<file path="config.mk">
export PLATFORM = sky130hd
export DESIGN_NAME = prog_loader
export DESIGN_NICKNAME = d
export VERILOG_FILES = /design/src/rtl/prog_loader_pkg.sv /design/src/rtl/prog_loader_word_packer.sv /design/src/rtl/prog_loader.sv
export SDC_FILE = /design/constraint.sdc
export NUM_CORES = 1
export LEC_CHECK = 0
export ABC_AREA = 1
export CORE_MARGIN = 4
export CORE_UTILIZATION = 49
export DETAILED_ROUTE_END_ITERATION = 7
export GPL_ROUTABILITY_DRIVEN = 0
export PLACE_DENSITY = 0.84
export SLEW_MARGIN = 20
export SYNTH_ARGS = -nofsm -noshare
export SYNTH_HDL_FRONTEND = slang
export SYNTH_SLANG_ARGS = --single-unit
</file>
<file path="constraint.sdc">
create_clock -name i_clk -period 2.5 [get_ports i_clk]
set_input_delay 0.5 -clock i_clk [delete_from_list [all_inputs] [get_ports i_clk]]
set_output_delay 0.5 -clock i_clk [all_outputs]
set_load 0.05 [all_outputs]
</file>
<file path="src/rtl/prog_loader_pkg.sv">
// Shared types and constants for the instruction-memory loader.
package prog_loader_pkg;

  localparam int unsigned BYTE_W = 8;

  function automatic int unsigned bytes_per_word(input int unsigned data_width);
    return data_width / BYTE_W;
  endfunction

  localparam int unsigned BYTES_PER_WORD = bytes_per_word(32);

  typedef enum logic [2:0] {
    IDLE,
    LEN,
    DATA,
    WRITE,
    CHK,
    DONE
  } state_e;

endpackage

</file>
<file path="src/rtl/prog_loader_word_packer.sv">
// Big-endian byte shift register; o_word is the word including the byte being shifted in.
module prog_loader_word_packer
  import prog_loader_pkg::*;
#(
  parameter int unsigned DATA_WIDTH = 32
) (
  input  logic                  i_clk,
  input  logic                  i_reset,
  input  logic                  i_clear,
  input  logic                  i_shift,
  input  logic [BYTE_W-1:0]     i_byte,
  output logic [DATA_WIDTH-1:0] o_word,
  output logic                  o_word_full
);

  localparam int unsigned BYTES = bytes_per_word(DATA_WIDTH);
  localparam int unsigned CNT_W = $clog2(BYTES + 1);

  logic [DATA_WIDTH-1:0] r_shift;
  logic [CNT_W-1:0]      r_cnt;

  assign o_word      = (r_shift << BYTE_W) | DATA_WIDTH'(i_byte);
  assign o_word_full = i_shift && (r_cnt == CNT_W'(BYTES - 1));

  always_ff @(posedge i_clk or posedge i_reset) begin
    if (i_reset) begin
      r_shift <= '0;
      r_cnt   <= '0;
    end else if (i_clear) begin
      r_shift <= '0;
      r_cnt   <= '0;
    end else if (i_shift) begin
      r_shift <= o_word;
      r_cnt   <= o_word_full ? '0 : r_cnt + CNT_W'(1);
    end
  end

endmodule

</file>
<file path="src/rtl/prog_loader.sv">
// Loads a length-prefixed byte stream into instruction memory while holding the CPU.
// Optional trailing XOR checksum byte: define PROG_LOADER_CHECKSUM_EN.
module prog_loader
  import prog_loader_pkg::*;
#(
  parameter int unsigned DATA_WIDTH = 32,
  parameter int unsigned ADDR_WIDTH = 6
) (
  input  logic                  i_clk,
  input  logic                  i_reset,
  input  logic                  i_start,
  input  logic [BYTE_W-1:0]     i_rx_data,
  input  logic                  i_rx_valid,
  output logic                  o_rx_ready,
  output logic                  o_mem_we,
  output logic [ADDR_WIDTH-1:0] o_mem_addr,
  output logic [DATA_WIDTH-1:0] o_mem_wdata,
  output logic                  o_busy,
  output logic                  o_done,
  output logic                  o_err
);

  localparam int unsigned DEPTH = 2 ** ADDR_WIDTH;
  localparam int unsigned CW    = ADDR_WIDTH + 1;

  state_e                r_state;
  logic                  r_rx_ready;
  logic                  r_mem_we;
  logic [ADDR_WIDTH-1:0] r_mem_addr;
  logic [DATA_WIDTH-1:0] r_mem_wdata;
  logic                  r_busy;
  logic                  r_done;
  logic [CW-1:0]         r_words_left;

  logic                  w_accept;
  logic                  w_start_ok;
  logic                  w_shift;
  logic [CW-1:0]         w_len_words;
  logic [DATA_WIDTH-1:0] w_word;
  logic                  w_word_full;

  assign w_accept   = i_rx_valid && r_rx_ready;
  assign w_start_ok = i_start && ((r_state == IDLE) || (r_state == DONE));
  assign w_shift    = w_accept && (r_state == DATA);

  // Count byte of 0 or anything beyond the memory size means a full-depth load.
  always_comb begin
    w_len_words = CW'(DEPTH);
    if ((i_rx_data != 8'd0) && ({24'd0, i_rx_data} <= DEPTH)) begin
      w_len_words = CW'(i_rx_data);
    end
  end

  prog_loader_word_packer #(
    .DATA_WIDTH(DATA_WIDTH)
  ) u_word_packer (
    .i_clk      (i_clk),
    .i_reset    (i_reset),
    .i_clear    (w_start_ok),
    .i_shift    (w_shift),
    .i_byte     (i_rx_data),
    .o_word     (w_word),
    .o_word_full(w_word_full)
  );

`ifdef PROG_LOADER_CHECKSUM_EN
  logic [BYTE_W-1:0] r_xor;
  logic              r_err;
`endif

  always_ff @(posedge i_clk or posedge i_reset) begin
    if (i_reset) begin
      r_state      <= IDLE;
      r_rx_ready   <= 1'b0;
      r_mem_we     <= 1'b0;
      r_mem_addr   <= '0;
      r_mem_wdata  <= '0;
      r_busy       <= 1'b0;
      r_done       <= 1'b0;
      r_words_left <= '0;
`ifdef PROG_LOADER_CHECKSUM_EN
      r_xor        <= '0;
      r_err        <= 1'b0;
`endif
    end else begin
      case (r_state)
        IDLE, DONE: begin
          if (i_start) begin
            r_state    <= LEN;
            r_rx_ready <= 1'b1;
            r_busy     <= 1'b1;
            r_done     <= 1'b0;
            r_mem_addr <= '0;
`ifdef PROG_LOADER_CHECKSUM_EN
            r_xor      <= '0;
            r_err      <= 1'b0;
`endif
          end
        end
        LEN: begin
          if (w_accept) begin
            r_words_left <= w_len_words;
            r_state      <= DATA;
          end
        end
        DATA: begin
          if (w_accept) begin
`ifdef PROG_LOADER_CHECKSUM_EN
            r_xor <= r_xor ^ i_rx_data;
`endif
            if (w_word_full) begin
              r_state     <= WRITE;
              r_rx_ready  <= 1'b0;
              r_mem_we    <= 1'b1;
              r_mem_wdata <= w_word;
            end
          end
        end
        WRITE: begin
          r_mem_we     <= 1'b0;
          r_mem_addr   <= r_mem_addr + ADDR_WIDTH'(1);
          r_words_left <= r_words_left - CW'(1);
          if (r_words_left == CW'(1)) begin
`ifdef PROG_LOADER_CHECKSUM_EN
            r_state    <= CHK;
            r_rx_ready <= 1'b1;
`else
            r_state    <= DONE;
            r_busy     <= 1'b0;
            r_done     <= 1'b1;
`endif
          end else begin
            r_state    <= DATA;
            r_rx_ready <= 1'b1;
          end
        end
        CHK: begin
`ifdef PROG_LOADER_CHECKSUM_EN
          if (w_accept) begin
            r_err      <= (i_rx_data != r_xor);
            r_state    <= DONE;
            r_rx_ready <= 1'b0;
            r_busy     <= 1'b0;
            r_done     <= 1'b1;
          end
`else
          r_state    <= DONE;
          r_rx_ready <= 1'b0;
          r_busy     <= 1'b0;
          r_done     <= 1'b1;
`endif
        end
        default: begin
          r_state    <= IDLE;
          r_rx_ready <= 1'b0;
          r_mem_we   <= 1'b0;
          r_busy     <= 1'b0;
          r_done     <= 1'b0;
        end
      endcase
    end
  end

  assign o_rx_ready  = r_rx_ready;
  assign o_mem_we    = r_mem_we;
  assign o_mem_addr  = r_mem_addr;
  assign o_mem_wdata = r_mem_wdata;
  assign o_busy      = r_busy;
  assign o_done      = r_done;
`ifdef PROG_LOADER_CHECKSUM_EN
  assign o_err       = r_err;
`else
  assign o_err       = 1'b0;
`endif

endmodule

</file>
======== Word-level counts from Yosys, hierarchy flattened ========
Cells that the tools add are included.
cells by class
  add/sub/neg operators ................... 3
  magnitude comparators ................... 1
  eq/ne operators ......................... 13
  mux-type cells .......................... 29
  bitwise operators ....................... 4
  reductions and logical operators ........ 21
operator list
  kind                   count
  $mux W24               2
  $or A32 B8 Y32         1
  $mux W3                8
  $pmux W3 S5            1
  $mux W7                2
  $pmux W7 S2            1
  $pmux W6 S2            1
  $ne A2 B2 Y1 const B   5
  $eq A3 B2 Y1 const B   3
  $mux W1                9
  $reduce_and A3 Y1      3
  $le A8 B7 Y1 const B   1
  $pmux W1 S4            2
  $reduce_bool A8 Y1     1
  $eq A7 B1 Y1 const B   1
  $sub A7 B1 Y7 const B  1
  $add A6 B1 Y6 const B  1
  $eq A3 B3 Y1 const B   2
  $mux W6                1
  $reduce_bool A2 Y1     3
  $logic_and A1 B1 Y1    5
  $reduce_and A5 Y1      1
  $reduce_and A2 Y1      2
  $reduce_and A4 Y1      1
  other kinds (10)       13
word-level totals
  register bits ........................... 79
  input bits .............................. 12
  logic and storage cells ................. 81

======== Longest topological paths before layout ========
Gate-level depths: netlist (run 1).
  depth after elaboration ................. 6
  mapped depth ............................ 9
  gate-level depth less buffers ........... 9

======== Modules after synthesis ========
From an unflattened synthesis (run 1), not the netlist that was laid out.
second synthesis, totals
  cells, all modules ...................... 469
  area, all modules ....................... 3,819.9 µm²
by module, submodules not included
  module                   times used  cells an instance  area an instance (µm²)  sequential area each (µm²)
  prog_loader              1           338                2,562.5                 1,301.2
  prog_loader_word_packer  1           131                1,257.5                 675.6

======== Worst setup path after synthesis (run 1) ========
No wires, ideal clock.
  kind .................................... flip-flop to flip-flop
  from .................................... register r_rx_ready (netlist: o_rx_ready)
  to ...................................... register r_mem_wdata[7] (netlist: o_mem_wdata[7])
  library setup time ...................... 0.120 ns
  arrival time ............................ 1.439 ns
  setup slack ............................. 0.941 ns
  stages on the path, launching flop included .. 8
  path buffers ............................ 2
  clock period less this slack ............ 1.559 ns
  cell sequence ........................... dfrtp_1 nand2_4 nor2_8 nand2_2 buf_6 buf_6 nand2_1 o21ai_2
between the ends
  longest elaborated chain between the ends .. 4
ends and longest elaborated chain
  what                                  line                           source
  from (decl)                           prog_loader.sv:27              logic r_rx_ready;
  from (signal assigned)                prog_loader.sv:74              r_rx_ready <= 1'b0;
  from (signal assigned)                prog_loader.sv:90              r_rx_ready <= 1'b1;
  from (signal assigned)                prog_loader.sv:113             r_rx_ready <= 1'b0;
  $logic_and A1 B1 Y1 *                 prog_loader.sv:42              assign w_accept = i_rx_valid && r_rx_ready;
  $logic_and A1 B1 Y1                   prog_loader.sv:44              assign w_shift = w_accept && (r_state == DATA);
  $logic_and A1 B1 Y1                   prog_loader_word_packer.sv:23  assign o_word_full = i_shift && (r_cnt == CNT_W'(BYTES - 1));
  $reduce_and A3 Y1 (no source line) *  --
  to (signal assigned)                  prog_loader.sv:115             r_mem_wdata <= w_word;
  to (decl)                             prog_loader.sv:30              logic [DATA_WIDTH-1:0] r_mem_wdata;
Every way passes the cells marked *; elsewhere a longest branch is shown, timed or not.
A chain may end at the register's enable or synchronous reset.

======== Worst setup path after layout (run 1) ========
  from .................................... register r_mem_addr[0] (netlist: o_mem_addr[0])
  to ...................................... output o_mem_addr[0]
RTL lines
  what                    line                source
  from (decl)             prog_loader.sv:29   logic [ADDR_WIDTH-1:0] r_mem_addr;
  from (signal assigned)  prog_loader.sv:121  r_mem_addr <= r_mem_addr + ADDR_WIDTH'(1);
  to (decl)               prog_loader.sv:16   output logic [ADDR_WIDTH-1:0] o_mem_addr,
No word-level cell between the ends.

==> results of run 1 <==
[Yosys cell counts (2+ instances only)]
master / count
buf_6: 8
inv_2: 5
o21ai_1: 11
buf_2: 3
dfrtp_1: 79
nand4_1: 2
a21oi_1: 9
nand3_1: 24
o21ai_2: 44
ha_1: 4
nor3_1: 3
o21ai_0: 16
nand2_2: 2
nor2_1: 31
nand2_1: 119
inv_1: 55
[layer usage]
| layer | vias up | share of wire [%] |
|---|---|---|
| met5 | - | 0 |
| met4 | 0 | 1.8 |
| met3 | 16 | 6.0 |
| met2 | 105 | 48 |
| met1 | 1427 | 44 |
| li1 | 1461 | - |
[power by group through the flow]
stage	Clock, mW	Combinational, mW	Sequential (mW)
6_report	0.955	1.87	1.72
5_1_grt	1.04	2.07	1.76
4_1_cts	0.978	1.86	1.72
3_5_place_dp	0	1.85	1.74
3_3_place_gp	0	1.78	1.73
2_1_floorplan	0	1.14	1.98
[stage by stage]
| step | area, um^2 | total power [mW] |
|---|---|---|
| floorplan | 3770 | 3.12 |
| global placement | 4360 | 3.51 |
| detailed placement | 4360 | 3.59 |
| CTS | 4570 | 4.56 |
| global route | 4570 | 4.87 |
| finish | 4570 | 4.55 |
[cell type report]
type | instances | area [um^2]
multi-input cells | 276 | 1440
inverters | 60 | 229
clock buffers | 10 | 138
repair buffers | 57 | 586
fillers | 629 | 2800
flip-flops and latches | 79 | 1980
clock inverters | 6 | 70.1
well taps | 99 | 124
[cells by family (layout without fill, tap and decap cells)]
group / Yosys count / count (layout) / share of synthesized area (%)
AO/OA/AOI/OAI: 84 / 84 / 15.7
adder cells (fa/ha/maj): 4 / 4 / 1.33
buffers and inverters: 74 / 133 / 9.20
flip-flops: 79 / 79 / 52.5
other: 1 / 1 / 0.0995
AND/OR/NAND/NOR: 187 / 187 / 21.2
[worst paths after layout]
check / start / to / slack, ps
setup reg to reg: r_state[2] / r_words_left[1] / 660
hold reg to reg: o_done / o_done / 480
setup / recovery: o_mem_addr[0] / o_mem_addr[0] / 400
min in group asynchronous: i_reset / u_word_packer.r_cnt[2] / 590
max in group asynchronous: i_reset / o_mem_wdata[2] / 1570
hold / removal: o_done / o_done / 480
[sequential cells by signal, summed over array words and instances, names as in the netlist, 3 cells and up]
signal	count
o_mem_addr	6
o_mem_wdata	32
r_state	3
r_words_left	7
u_word_packer.r_cnt	3
u_word_packer.r_shift	24
==> flow_summary_export.csv, run 1 <==
group,metric,value,unit
clock_network,cts_hold_buf,0,
clock_network,clkTransAtPathRegs,80,ps
floorplan,fp.dieH,95.7,um
global_routing,grt_overflow,0,
sta,period_minus_slack,2100,ps
sta,fin_hold_ws,482,ps
detailed_routing,drt_iter0_drc,133,
clock_network,cts_num_sinks,79,
sta,setup-tns-final,0,ps
global_routing,grtUsageMet2,30.9,%
sta,fin_skew,6.79,ps
final_layout,fin_util,62.0,%
power,seqPwrFrac,37.9,%
clock_network,cts_tree,"yes",
sta,worst_slew_pin_slew,548,ps
worst_setup_path,cp.required,2000,ps
final_layout,layout-drive-gt1-share,15.8,%
power,p_comb_share,41.1,%
worst_setup_path,worstRegToRegCells,7,
sta,post-route-period-util,83.9,%
final_layout,layout_common_cells,"nand2_1, dfrtp_1, inv_1, clkdlybuf4s50_1, o21ai_2",
floorplan,rows,31,
power,power_density,996,nW/um^2
logic_synthesis,synth_area_leaders,"dfrtp_1, nand2_1, o21ai_2",
global_routing,grt_use_total,19.0,%
global_routing,antenna_found_initial,0,
power,clockPowerShare,21.0,%
logic_synthesis,yosys_warnings,0,
power,leakage,2.15,nW
worst_setup_path,end_kind,"output pin",
worst_setup_path,cp_top_family,"buffers and inverters",
floorplan,ios,55,
logic_synthesis,async_reset_ff_share,100,%
min_path,hold_path_class,"reg2reg",
logic_synthesis,yosysSeqAreaShare,52.5,%
global_routing,grt_pass1_wl,13.4,mm
worst_setup_path,cp_num_cells,1,
detailed_routing,drt-total-wl,7.91,mm
sta,setup_violations,0,
logic_synthesis,synth_top_area_share,52.5,%
place,dpl.hpwl,5.57,mm
place,numPlacedInstances,571,
clock_network,cts_inserted_buffers,9,
worst_setup_path,crit_type,"reg2out",
floorplan,fp.dieW,95.7,um
min_path,hold_depth,2,
run_status,outcome,"completed",
clock_network,cts-resized-gates,0,
floorplan,dieArea,9160,um^2
logic_synthesis,ys_ff_latch,79,
place,place.port_buffers,53,
logic_synthesis,syn_inst,429,
logic_synthesis,synth-edff-count,0,
power,internal_power,2.58,mW
logic_synthesis,synthDistinctLibCells,30,
power,p_switching,1.96,mW
detailed_routing,drtAntennaViolNets,0,
global_routing,grt_pass1_vias,2923,
logic_synthesis,synth_nets,445,
worst_setup_path,crit_fanout,5,
worst_setup_path,crit_chain,"clkdlybuf4s50_1",
clock_network,cts_setup_buffers,0,
sta,fmax,477,MHz
clock_network,insertion_delay,350,ps
floorplan,core-area,7370,um^2
final_layout,layout_commonest_cell,"nand2_1",
detailed_routing,vias,3009,
logic_synthesis,netlist_area,3770,um^2
clock_network,h-tree-depth,3,
job,timing.max_cap.violations,0,
worst_setup_path,crit_buf_inv,1,
worst_setup_path,cp-start-kind,"register",
final_layout,nets,499,
clock_network,cts_buffer_depth,2,
worst_setup_path,arrival,1600,ps
floorplan,start_util,51.1,%
power,p_sw_share,43.2,%
detailed_routing,drt-pass1-iter-count,4,
global_routing,busiest_layer,"met2",
power,vdd_drop_max,0.793,mV
logic_synthesis,yosysTopAreaCell,"dfrtp_1",
detailed_routing,drt-wirelength-per-cell,13.5,um
clock_network,clockRootBuffer,"clkbuf_8",
global_routing,met3_usage,4.42,%
sta,hold_viol,0,
logic_synthesis,yosys_most_used_dff,"dfrtp_1",
sta,relSlewSlack,63.2,%
logic_synthesis,syn_avg_cell_area,8.78,um^2
final_layout,layout-area-overhead-vs-synth,21.2,%
global_routing,grt_max_degree,80,
global_routing,grtUsageMet1,24.5,%
detailed_routing,drc_errors,0,
final_layout,fin_cells,587,
final_layout,n_antenna_cell,0,
place,post-place-ws,384,ps
sta,drv_slew,0,
sta,rsz0062_at_grt,"false",
detailed_routing,viasPerCell,5.13,
worst_setup_path,cpPeakStageDelay,830,ps
worst_setup_path,cp_slowest_cell,"clkdlybuf4s50_1",
sta,layout_setup_ws,403,ps
Note: power is estimated with default switching activity, not from simulation.
==> run 2: changes to the inputs <==
clock period = 1.8 ns   (was 2.5 ns; I/O delays follow)
==> flow_summary_export.csv, run 2 (synthesis results as in run 1) <==
group,metric,value,unit
run_status,outcome,"completed",
power,p_comb_share,40.3,%
worst_setup_path,crit_type,"reg2reg",
final_layout,n_antenna_cell,0,
sta,setup_violations,0,
final_layout,design_area,4530,um^2
place,place.port_buffers,53,
worst_setup_path,end_kind,"register",
worst_setup_path,cp.required,2040,ps
clock_network,insertion_delay,350,ps
detailed_routing,drt_iter0_drc,204,
detailed_routing,drt-total-wl,8.23,mm
clock_network,cts-resized-gates,0,
power,leakage,2.27,nW
final_layout,multi_input_area,1440,um^2
place,place_area,4300,um^2
clock_network,cts_hold_buf,0,
final_layout,layout_commonest_cell,"nand2_1",
worst_setup_path,crit_path_frequent_cell,"nand2_1",
detailed_routing,vias,3038,
floorplan,fp.dieW,95.7,um
sta,rsz0062_at_grt,"false",
final_layout,fin_cells,592,
final_layout,layout-drive-gt1-share,25.2,%
clock_network,clkTransAtPathRegs,90,ps
clock_network,cts_tree,"yes",
floorplan,core-area,7370,um^2
floorplan,ios,55,
detailed_routing,drc_errors,0,
sta,period_minus_slack,1580,ps
final_layout,layout_common_cells,"nand2_1, dfrtp_1, inv_1, buf_4, o21ai_2",
global_routing,grt_overflow,0,
detailed_routing,viasPerCell,5.13,
sta,fmax,632,MHz
floorplan,dieArea,9160,um^2
worst_setup_path,arrival,1820,ps
power,clockPowerShare,22.9,%
global_routing,grt_pass1_vias,3038,
power,p_sw_share,42.7,%
clock_network,h-tree-depth,3,
power,internal_power,3.73,mW
clock_network,cts_buffer_depth,2,
floorplan,fp.dieH,95.7,um
final_layout,regArea,1980,um^2
worst_setup_path,cp-start-kind,"register",
sta,fin_skew,11.8,ps
power,power_density,1440,nW/um^2
final_layout,nets,504,
global_routing,grt_pass1_wl,14.1,mm
power,vdd_drop_max,1.03,mV
min_path,hold_path_class,"in2async",
floorplan,rows,31,
worst_setup_path,cpPeakStageDelay,410,ps
clock_network,cts_setup_buffers,0,
detailed_routing,drt-wirelength-per-cell,13.9,um
sta,fin_hold_ws,255,ps
job,timing.max_cap.violations,0,
sta,drv_slew,0,
floorplan,start_util,51.1,%
worst_setup_path,cp_slowest_cell,"dfrtp_1",
detailed_routing,drt-pass1-iter-count,4,
final_layout,layout-area-overhead-vs-synth,20.3,%
sta,setup-tns-final,0,ps
sta,post-route-period-util,87.9,%
power,p_switching,2.78,mW
clock_network,cts_num_sinks,79,
final_layout,largest_reg_flops,32,
clock_network,cts_inserted_buffers,9,
place,dpl.hpwl,5.95,mm
global_routing,grt_max_degree,54,
clock_network,clockRootBuffer,"clkbuf_8",
global_routing,grt_use_total,20.1,%
detailed_routing,drtAntennaViolNets,0,
power,seqPwrFrac,36.8,%
global_routing,antenna_found_initial,0,
worst_setup_path,crit_fanout,6,
worst_setup_path,crit_chain,"inv_1 > ha_1 > nand2_1 > nor2_1 > nand2_1 > nand2_1 > nand3_1 > nand3_1 > nand2_1",
final_layout,fillers,642,
place,numPlacedInstances,576,
sta,hold_viol,0,
-- run 2: cell types whose count changed in the layout (fill, tap and decap cells not counted), sizes merged --
| cell | previous run | this run |
|---|---|---|
| buf | 4 | 51 |
| bufinv | 1 | 2 |
| clkbuf | 10 | 9 |
| clkdlybuf4s50 | 53 | 11 |
| clkinv | 2 | 1 |
| clkinvlp | 4 | 2 |
| inv | 59 | 62 |
-- run 2: metrics by stage --
step,total power [mW],worst slack [ps],utilization (%)
5_1_grt,7.00,68.2,61.5
6_report,6.51,218,61.5
3_3_place_gp,4.92,124,58.4
3_5_place_dp,5.02,77.1,58.4
4_1_cts,6.53,254,61.5
2_1_floorplan,4.34,241,-
-- run 2: routing by layer --
metal	vias up	track usage [%]	share of wire, %
met5	-	0	0
met4	0	7.11	1.6
met3	19	5.13	6.9
met2	106	34.0	49
met1	1440	24.8	42
li1	1473	-	-
-- run 2: power groups by stage --
stage | clock, mW | sequential (mW) | combinational, mW
6_report | 1.49 | 2.39 | 2.63
2_1_floorplan | 0 | 2.75 | 1.59
3_5_place_dp | 0 | 2.42 | 2.60
3_3_place_gp | 0 | 2.40 | 2.51
4_1_cts | 1.53 | 2.39 | 2.61
5_1_grt | 1.61 | 2.44 | 2.94
-- run 2: path summary, 6_finish.rpt --
path,start,to,slack [ps],cells after the start
worst max-delay path,r_words_left[0],r_words_left[6],220,9
worst min-delay path,i_reset,u_word_packer.r_cnt[2],260,2
worst max register to register,r_words_left[0],r_words_left[6],220,9
worst min register to register,u_word_packer.r_shift[8],u_word_packer.r_shift[16],480,2
max in group asynchronous,i_reset,o_mem_wdata[28],1060,3
min in group i_clk,u_word_packer.r_shift[8],u_word_packer.r_shift[16],480,2
-- run 2: layout make-up --
type / count / area share, %
Inverter: 60 / 5.05
Clock inverter: 7 / 2.26
Timing Repair Buffer: 62 / 11.7
Clock buffer: 9 / 2.73
Tap cell: 99 / 2.73
Sequential cell: 79 / 43.6
Multi-Input combinational cell: 276 / 31.9
-- run 2: worst max-delay path, delay by kind of cell (launching register included) --
| family | cells | cell delay [ps] |
|---|---|---|
| simple gates | 7 | 630 |
| fa+ha+maj | 1 | 250 |
| flops | 1 | 410 |
| buf+inv | 1 | 170 |
==> run 3: changes to the inputs <==
ABC_CLOCK_PERIOD_IN_PS = 1800   (was default)
CORE_MARGIN = default   (was 4)
==> flow_summary_export.csv, run 3 (synthesis results as in run 1) <==
group,metric,value,unit
run_status,outcome,"completed",
detailed_routing,drt-total-wl,7.50,mm
final_layout,layout-area-overhead-vs-synth,20.2,%
worst_setup_path,cp_num_cells,7,
detailed_routing,drt-wirelength-per-cell,12.7,um
global_routing,grt_use_total,21.4,%
sta,setup-tns-final,0,ps
floorplan,start_util,51.4,%
place,place.port_buffers,53,
final_layout,fillers,590,
global_routing,antenna_found_initial,0,
power,vdd_drop_max,1.28,mV
sta,rsz0062_at_grt,"false",
floorplan,fp.dieW,89.7,um
floorplan,fp.dieH,89.7,um
final_layout,layout_commonest_cell,"nand2_1",
worst_setup_path,arrival,1760,ps
clock_network,cts_buffer_depth,2,
clock_network,cts_hold_buf,0,
detailed_routing,drtAntennaViolNets,0,
worst_setup_path,crit_buf_inv,2,
sta,fmax,654,MHz
floorplan,core-area,7330,um^2
worst_setup_path,cp_top_family,"flip-flops",
place,dpl.hpwl,5.29,mm
power,leakage,2.27,nW
clock_network,insertion_delay,350,ps
worst_setup_path,cp_slowest_cell,"dfrtp_1",
final_layout,layout_common_cells,"nand2_1, dfrtp_1, inv_1, buf_4, o21ai_2",
detailed_routing,drt_iter0_drc,133,
final_layout,layout-drive-gt1-share,25.0,%
final_layout,n_antenna_cell,0,
final_layout,largest_reg_flops,32,
clock_network,cts_setup_buffers,0,
clock_network,cts-resized-gates,0,
min_path,hold_path_class,"in2async",
final_layout,fin_util,61.8,%
detailed_routing,viasPerCell,5.01,
power,power_density,1420,nW/um^2
worst_setup_path,crit_chain,"inv_2 > nand2_1 > nor2_2 > nand2_2 > o21ai_2 > buf_12 > o21ai_0",
floorplan,dieArea,8040,um^2
worst_setup_path,worstRegToRegCells,7,
clock_network,h-tree-depth,3,
detailed_routing,vias,2962,
sta,setup_violations,0,
global_routing,grt_overflow,0,
clock_network,cts_num_sinks,79,
sta,fin_skew,5.82,ps
detailed_routing,drt-pass1-iter-count,5,
sta,hold_viol,0,
clock_network,clkTransAtPathRegs,80,ps
sta,drv_slew,0,
worst_setup_path,end_kind,"register",
worst_setup_path,cpPeakStageDelay,440,ps
worst_setup_path,crit_type,"reg2reg",
detailed_routing,drc_errors,0,
worst_setup_path,cp.required,2030,ps
global_routing,grt_pass1_vias,2772,
global_routing,grt_max_degree,80,
floorplan,ios,55,
worst_setup_path,cp-start-kind,"register",
sta,post-route-period-util,84.9,%
clock_network,clockRootBuffer,"clkbuf_8",
sta,period_minus_slack,1530,ps
job,timing.max_cap.violations,0,
clock_network,cts_inserted_buffers,9,
clock_network,cts_tree,"yes",
global_routing,grt_pass1_wl,12.8,mm
worst_setup_path,crit_fanout,26,
floorplan,rows,31,
final_layout,nets,503,
## run 3: cell count changes in the layout (fill, tap and decap cells not counted)
cell,change
buf_4,-1
clkbuf_8,+2
clkinv_2,+1
clkinv_4,-1
clkinvlp_4,+1
inv_6,-3
## run 3: path summary, 6_finish.rpt
check | from | endpoint | slack [ps]
max | r_state[1] | u_word_packer.r_shift[8] | 270
min | i_reset | u_word_packer.r_cnt[0] | 470
max reg2reg | r_state[1] | u_word_packer.r_shift[8] | 270
min reg2reg | u_word_packer.r_shift[4] | u_word_packer.r_shift[12] | 480
max in group asynchronous | i_reset | o_mem_wdata[11] | 1020
min in group i_clk | u_word_packer.r_shift[4] | u_word_packer.r_shift[12] | 480
## run 3: final cells by class
type,instances,area (um^2),area share (%)
tap,99,124,2.74
sequential,79,1980,43.7
timing repair buffer,61,523,11.6
inverter,60,229,5.06
multi-input combinational,276,1440,31.9
clock buffer,11,151,3.34
clock inverter,5,80.1,1.77
## run 3: power by group
group	total [mW]	switching (mW)	internal (mW)	leakage [nW]
Sequential	2.39	0.272	2.12	1.08
Combinational	2.57	1.76	0.812	1.08
Clock	1.49	0.637	0.854	0.112
Total	6.45	2.66	3.78	2.27
## run 3: layer usage
metal / vias up / part of all wire [%] / track usage, %
met5: - / 0 / 0
met4: 0 / 1.4 / 8.23
met3: 10 / 4.7 / 4.57
met2: 68 / 50 / 34.8
met1: 1420 / 44 / 28.3
li1: 1464 / - / -
## run 3: per-stage QoR
stage / total power [mW] / std cells / setup slack [ps] / hold WS [ps] / instance area (um^2)
2_1_floorplan: 4.34 / 429 / 241 / 453 / 3770
3_3_place_gp: 4.89 / 575 / 117 / 458 / 4300
3_5_place_dp: 4.98 / 575 / 63.0 / 464 / 4300
4_1_cts: 6.48 / 591 / 294 / 480 / 4530
5_1_grt: 6.91 / 591 / 126 / 512 / 4530
6_report: 6.45 / 591 / 271 / 466 / 4530
## run 3: tightest hold or removal path, delay by kind of cell
kind                   cells  cell delay [ps]
buffers and inverters      3              870
